**src/rtl/alu_rs.sv**
```systemverilog
// ---------------------------------------------------------------------------
// alu_rs -- reservation station in front of the single-cycle integer ALU.
//
// Holds renamed ALU ops from dispatch until both sources are available, then
// hands the lowest-index ready op to the FU over a valid/ready interface.
// Operand readiness is tracked per entry and woken by the FU's CDB broadcast.
//
// Ports
//   clk, rst_n       clock (rising edge), asynchronous active-low reset
//   flush_i          squash every entry; beats dispatch, wakeup and issue
//   disp_valid_i     dispatch offers disp_pkt_i
//   disp_ready_o     a free entry exists (registered occupancy only)
//   disp_pkt_i       renamed op
//   disp_rs1_rdy_i   rs1 already in the PRF at dispatch
//   disp_rs2_rdy_i   rs2 already in the PRF at dispatch
//   cdb_valid_i      CDB broadcast valid
//   cdb_tag_i        physical tag being written back
//   issue_valid_o    some entry has both sources ready
//   issue_ready_i    FU accepts the offered op
//   issue_pkt_o      packet of the selected entry, '0 when none
//   occupancy_o      number of valid entries
// ---------------------------------------------------------------------------
package alu_rs_pkg;
    localparam int PREG_W  = 6;
    localparam int ROB_W   = 5;
    localparam int ALUOP_W = 4;
    localparam int XLEN    = 32;

    typedef struct packed {
        logic [PREG_W-1:0]  rs1_tag;
        logic [PREG_W-1:0]  rs2_tag;
        logic [PREG_W-1:0]  rd_tag;
        logic [ALUOP_W-1:0] alu_op;
        logic [XLEN-1:0]    imm;
        logic               imm_used;
        logic               rd_used;
        logic [ROB_W-1:0]   rob_tag;
    } issue_pkt_t;
endpackage

module alu_rs
    import alu_rs_pkg::*;
#(
    parameter int DEPTH = 8,
    parameter int CNT_W = $clog2(DEPTH + 1)
) (
    input  logic              clk,
    input  logic              rst_n,
    input  logic              flush_i,
    input  logic              disp_valid_i,
    output logic              disp_ready_o,
    input  issue_pkt_t        disp_pkt_i,
    input  logic              disp_rs1_rdy_i,
    input  logic              disp_rs2_rdy_i,
    input  logic              cdb_valid_i,
    input  logic [PREG_W-1:0] cdb_tag_i,
    output logic              issue_valid_o,
    input  logic              issue_ready_i,
    output issue_pkt_t        issue_pkt_o,
    output logic [CNT_W-1:0]  occupancy_o
);

    localparam int IDX_W = (DEPTH > 1) ? $clog2(DEPTH) : 1;

    // Entry storage
    logic       r_valid   [DEPTH];
    issue_pkt_t r_pkt     [DEPTH];
    logic       r_rs1_rdy [DEPTH];
    logic       r_rs2_rdy [DEPTH];
    logic [CNT_W-1:0] r_occ;

    // Per-entry readiness (registered bits only, so a wakeup is issuable the
    // cycle after its broadcast).
    logic [DEPTH-1:0] w_entry_rdy;

    // Select / allocate results
    logic             w_sel_found;
    logic [IDX_W-1:0] w_sel_idx;
    logic             w_free_found;
    logic [IDX_W-1:0] w_free_idx;

    logic w_disp_fire;
    logic w_issue_fire;

    // Same-cycle wakeup bypass for the op being dispatched
    logic w_disp_rs1_rdy;
    logic w_disp_rs2_rdy;

    genvar gi;
    generate
        for (gi = 0; gi < DEPTH; gi++) begin : g_rdy
            // An immediate replaces rs2, so its tag is never waited on.
            assign w_entry_rdy[gi] = r_valid[gi] && r_rs1_rdy[gi]
                                     && (r_rs2_rdy[gi] || r_pkt[gi].imm_used);
        end
    endgenerate

    // Lowest-index ready entry. Scanning downwards lets the lowest hit win.
    always_comb begin
        w_sel_found = 1'b0;
        w_sel_idx   = '0;
        for (int i = DEPTH - 1; i >= 0; i--) begin
            if (w_entry_rdy[i]) begin
                w_sel_found = 1'b1;
                w_sel_idx   = IDX_W'(i);
            end
        end
    end

    // Lowest-index free entry.
    always_comb begin
        w_free_found = 1'b0;
        w_free_idx   = '0;
        for (int i = DEPTH - 1; i >= 0; i--) begin
            if (!r_valid[i]) begin
                w_free_found = 1'b1;
                w_free_idx   = IDX_W'(i);
            end
        end
    end

    // Issue packet mux; zero when nothing is selectable.
    always_comb begin
        issue_pkt_o = '0;
        for (int i = 0; i < DEPTH; i++) begin
            if (w_sel_found && (w_sel_idx == IDX_W'(i))) begin
                issue_pkt_o = r_pkt[i];
            end
        end
    end

    assign issue_valid_o = w_sel_found;
    assign disp_ready_o  = (r_occ < CNT_W'(DEPTH));
    assign occupancy_o   = r_occ;

    // Flush squashes both handshakes in its cycle.
    assign w_disp_fire  = disp_valid_i && disp_ready_o && w_free_found && !flush_i;
    assign w_issue_fire = issue_valid_o && issue_ready_i && !flush_i;

    assign w_disp_rs1_rdy = disp_rs1_rdy_i
                            || (cdb_valid_i && (cdb_tag_i == disp_pkt_i.rs1_tag));
    assign w_disp_rs2_rdy = disp_rs2_rdy_i
                            || (cdb_valid_i && (cdb_tag_i == disp_pkt_i.rs2_tag));

    // Per-entry state. Dispatch only targets an invalid entry and issue only a
    // valid one, so the two never hit the same slot in one cycle.
    generate
        for (gi = 0; gi < DEPTH; gi++) begin : g_entry
            logic w_alloc_here;
            logic w_issue_here;

            assign w_alloc_here = w_disp_fire && (w_free_idx == IDX_W'(gi));
            assign w_issue_here = w_issue_fire && (w_sel_idx == IDX_W'(gi));

            always_ff @(posedge clk or negedge rst_n) begin
                if (!rst_n) begin
                    r_valid[gi]   <= 1'b0;
                    r_pkt[gi]     <= '0;
                    r_rs1_rdy[gi] <= 1'b0;
                    r_rs2_rdy[gi] <= 1'b0;
                end else if (flush_i) begin
                    r_valid[gi]   <= 1'b0;
                    r_rs1_rdy[gi] <= 1'b0;
                    r_rs2_rdy[gi] <= 1'b0;
                end else if (w_alloc_here) begin
                    r_valid[gi]   <= 1'b1;
                    r_pkt[gi]     <= disp_pkt_i;
                    r_rs1_rdy[gi] <= w_disp_rs1_rdy;
                    r_rs2_rdy[gi] <= w_disp_rs2_rdy;
                end else if (w_issue_here) begin
                    r_valid[gi]   <= 1'b0;
                end else if (r_valid[gi] && cdb_valid_i) begin
                    if (cdb_tag_i == r_pkt[gi].rs1_tag) begin
                        r_rs1_rdy[gi] <= 1'b1;
                    end
                    if (cdb_tag_i == r_pkt[gi].rs2_tag) begin
                        r_rs2_rdy[gi] <= 1'b1;
                    end
                end
            end
        end
    endgenerate

    // Occupancy counter; simultaneous dispatch and issue cancel out.
    always_ff @(posedge clk or negedge rst_n) begin
        if (!rst_n) begin
            r_occ <= '0;
        end else if (flush_i) begin
            r_occ <= '0;
        end else if (w_disp_fire && !w_issue_fire) begin
            r_occ <= r_occ + CNT_W'(1);
        end else if (w_issue_fire && !w_disp_fire) begin
            r_occ <= r_occ - CNT_W'(1);
        end
    end

endmodule

```
**config.mk**
```make
export PLATFORM = sky130hd
export DESIGN_NAME = alu_rs
export DESIGN_NICKNAME = d
export VERILOG_FILES = /design/src/rtl/alu_rs.sv
export SDC_FILE = /design/constraint.sdc
export NUM_CORES = 1
export LEC_CHECK = 0
export CORE_MARGIN = 2
export CORE_UTILIZATION = 45
export CTS_CLUSTER_DIAMETER = 80
export DETAILED_ROUTE_END_ITERATION = 8
export SLEW_MARGIN = 30
export SYNTH_ARGS = -nofsm -noshare
export SYNTH_HDL_FRONTEND = slang
export SYNTH_SLANG_ARGS = --single-unit
```
**constraint.sdc**
```tcl
create_clock -name clk -period 3.7 [get_ports clk]
set_input_delay 0.555 -clock clk [delete_from_list [all_inputs] [get_ports clk]]
set_output_delay 0.555 -clock clk [all_outputs]
set_load 0.01 [all_outputs]
```
==> results_dict.tcl <==
set metrics [dict create \
    status "finished clean" \
    power_density_nw_per_um2 480 \
    critical_path_class "flop to primary output" \
    synth_area_per_cell_um2 11.8 \
    yosys.cell_count.top_type "dfrtp_1" \
    fmax_ghz 0.274 \
    whs_ps 468 \
    synth_edf_count 0 \
    synth_top_area_cell "dfrtp_1" \
    hp-start "r_pkt[447]$_DFFE_PN0P_" \
    r2r-end "occupancy_o[3]$_DFFE_PN0P_" \
    power.switching_mw 3.63 \
    worstPathMaxFanout 8 \
    die-area_um2 57700 \
    crit_arrival_ps 3100 \
    synth_top_flop_cell "dfrtp_1" \
    p_int_mw 11.0 \
    finalHoldViolCount 0 \
    path_buf_inv 4 \
    ys_types 66 \
    finalPower_mw 14.6 \
    multiInputGateArea_um2 11700 \
    min_to "r_pkt[447]$_DFFE_PN0P_" \
    tns_ps 0 \
    clock_sink_count 516 \
    fillers 4704 \
    p_leak_nw 14.7 \
    period_share_pct 98.8 \
    skew_ps 19.3 \
    synth_area_leaders "dfrtp_1 51%, mux2_2 19%, nand2_1 3.6%" \
    vdd_drop_max_v 0.000352 \
    p_comb_share_pct 12.0 \
    overflow 0 \
    initial_core_util_pct 45.6 \
    grt_antenna_before_repair 4 \
    drt_pre_antenna_iters 5 \
    layout_setup_ws_ps 44.2 \
    reg2reg_from "r_rs2_rdy[5]$_DFFE_PN0P_" \
    ys_ff_latch 516 \
    post-place-ws_ps 321 \
    clockBufferDepth 3 \
    worstPathCellList "o211ai_1 -> nand4_1 -> buf_4 -> buf_4 -> nor3_2 -> buf_6 -> a22oi_1 -> a31oi_2 -> dlygate4sd2_1" \
    tightest_slew_ps 897 \
    slowest_delay_ps 410 \
    cp_slowest_cell "dfrtp_1" \
    clkPwrFrac_pct 40.9 \
    cts.clk_slew.worst_paths_ps 60 \
    numCtsBuffers 55 \
    synthTopCellsByCount "516 x dfrtp_1, 426 x mux2_2, 242 x nand2_1" \
    port_buffers 141 \
    vias 18414 \
    htreeDepth 2 \
    yosys.area.top_type_share_pct 51.4 \
    hpwlAfterDp_um 47200 \
    grt_use_total_pct 26.5 \
    drt.antenna.violating_nets 0 \
    required_ps 3140 \
    cts_tree "built" \
    reg2reg_slack_ps 500 \
    utilization_pct 55.3 \
    insertion_delay_ps 620 \
    drive_above_1_share_pct 30.8 \
    syn-cell-area_um2 25100 \
    end_kind "primary output" \
    ys_warn_count 0 \
    slew_headroom_pct 40.2 \
    grt_pass1_vias 18936 \
    slew_viol_final 0 \
    seq_area_um2 12900 \
    rows 86 \
    fp.dieH_um 240 \
    seq_area_frac_synth_pct 51.4 \
    crit_family "buffers and inverters" \
    path_common_cell "buf_4" \
    async_reset_ff_share_pct 100 \
    routed_wl_um 75200 \
    timing.final.crit_period_ps 3660 \
    avgRoutedWirePerCell_um 24.3 \
    grt_max_degree 102 \
    seqPwrFrac_pct 47.2 \
    worstHoldPathType "flop to flop" \
    switching_share_pct 24.8 \
    die_w_um 240 \
    viasPerCell 5.94 \
    gp_congestion 0.901 \
    syn2layout_area_growth_pct 21.3 \
    core_um2 55100 \
    finalSetupViolCount 0 \
    reg2regPathDepth 11 \
    netlist_instances 2137 \
    critPathLaunchType "flop" \
    grt_pass1_wl_um 116000 \
    syn_nets 2215 \
    maxCapViolations 0 \
    io-pin-count 142 \
    cts_root_buf "clkbuf_16" \
    final_nets 2382 \
    drt_iter0_markers 1635 \
    drc_errors 0 \
    min_delay_path_depth 2 \
]
## through the flow
| step | area (µm²) | cells |
|---|---|---|
| final | 30500 | 3101 |
| after global routing | 30500 | 3101 |
| after CTS | 30400 | 3095 |
| after detailed placement | 27900 | 2963 |
| after global placement | 27900 | 2962 |
| after floorplan | 25100 | 2137 |
## flip-flops by register name, summed over array words and instances (netlist names)
| register | cells |
|---|---|
| r_rs1_rdy | 8 |
| r_valid | 8 |
| occupancy_o | 4 |
| r_pkt | 488 |
| r_rs2_rdy | 8 |
## layout make-up
class / count / area share (%)
Clock buffer: 82 / 5.44
Timing Repair Buffer: 284 / 9.50
Sequential cell: 516 / 42.4
Antenna cell: 2 / 0.0164
Multi-Input combinational cell: 1435 / 38.4
Clock inverter: 22 / 1.08
Tap cell: 748 / 3.07
Inverter: 12 / 0.148
## cell families after synthesis
logic type	Yosys count	synth area share, %
AO/OA/AOI/OAI	284	8.96
XOR/XNOR	110	3.84
adder cells (fa/ha/maj)	3	0.179
buffers and inverters	186	3.37
flip-flops	516	51.4
multiplexers	481	21.4
AND/OR/NAND/NOR	557	10.9
## placed cells by master (no fill, tap or decap), types with 43 or more instances in the layout
master,n
a32oi_1,44
nand4_1,49
mux2_2,426
buf_4,107
dfrtp_1,513
nand2_1,241
clkdlybuf4s50_1,79
xor2_1,52
clkbuf_16,56
and3_1,43
nand3_1,52
xnor2_1,58
## metal layers
metal	global-route usage, %	routed length, µm
met5	0	0
met4	9.26	2030
met3	3.90	4440
met2	43.1	35700
met1	36.2	33000
## timing repair
item | in CTS | in global routing
hold buffers | 1 | 0
pin swaps | 18 | 9
setup endpoints to repair | 61 | 32
gates cloned | 2 | 0
setup buffers | 25 | 4
resized for setup | 84 | 34
endpoints found under the hold margin | 67 | 0
## power by group through the flow
stage,clock (mW),sequential [mW],combinational [mW]
5_1_grt,6.33,6.99,1.93
3_3_place_gp,0,6.92,1.68
3_5_place_dp,0,6.97,1.74
4_1_cts,6.10,6.88,1.77
6_report,5.98,6.90,1.75
2_1_floorplan,0,6.84,1.13
## worst max-delay path by stage
| stage | startpoint | end | slack, ps | cells after the start |
|---|---|---|---|---|
| final | r_rs2_rdy[5]$_DFFE_PN0P_ | issue_pkt_o[3] | 40 | 9 |
| after global routing | r_rs2_rdy[6]$_DFFE_PN0P_ | issue_pkt_o[54] | -2 | 9 |
| after CTS | r_rs2_rdy[5]$_DFFE_PN0P_ | issue_pkt_o[57] | -140 | 9 |
| after detailed placement | r_rs2_rdy[4]$_DFFE_PN0P_ | issue_pkt_o[45] | 320 | 7 |
| after global placement | r_rs2_rdy[5]$_DFFE_PN0P_ | issue_pkt_o[45] | 290 | 7 |
| after floorplan | r_valid[3]$_DFFE_PN0P_ | issue_pkt_o[10] | 980 | 9 |
## tightest hold or removal path, stage by stage (launching register included)
cell	delay [ps]
dfrtp_1	330
nand2_1	50
nand2_1	60
Note: power is estimated with default switching activity, not from simulation.
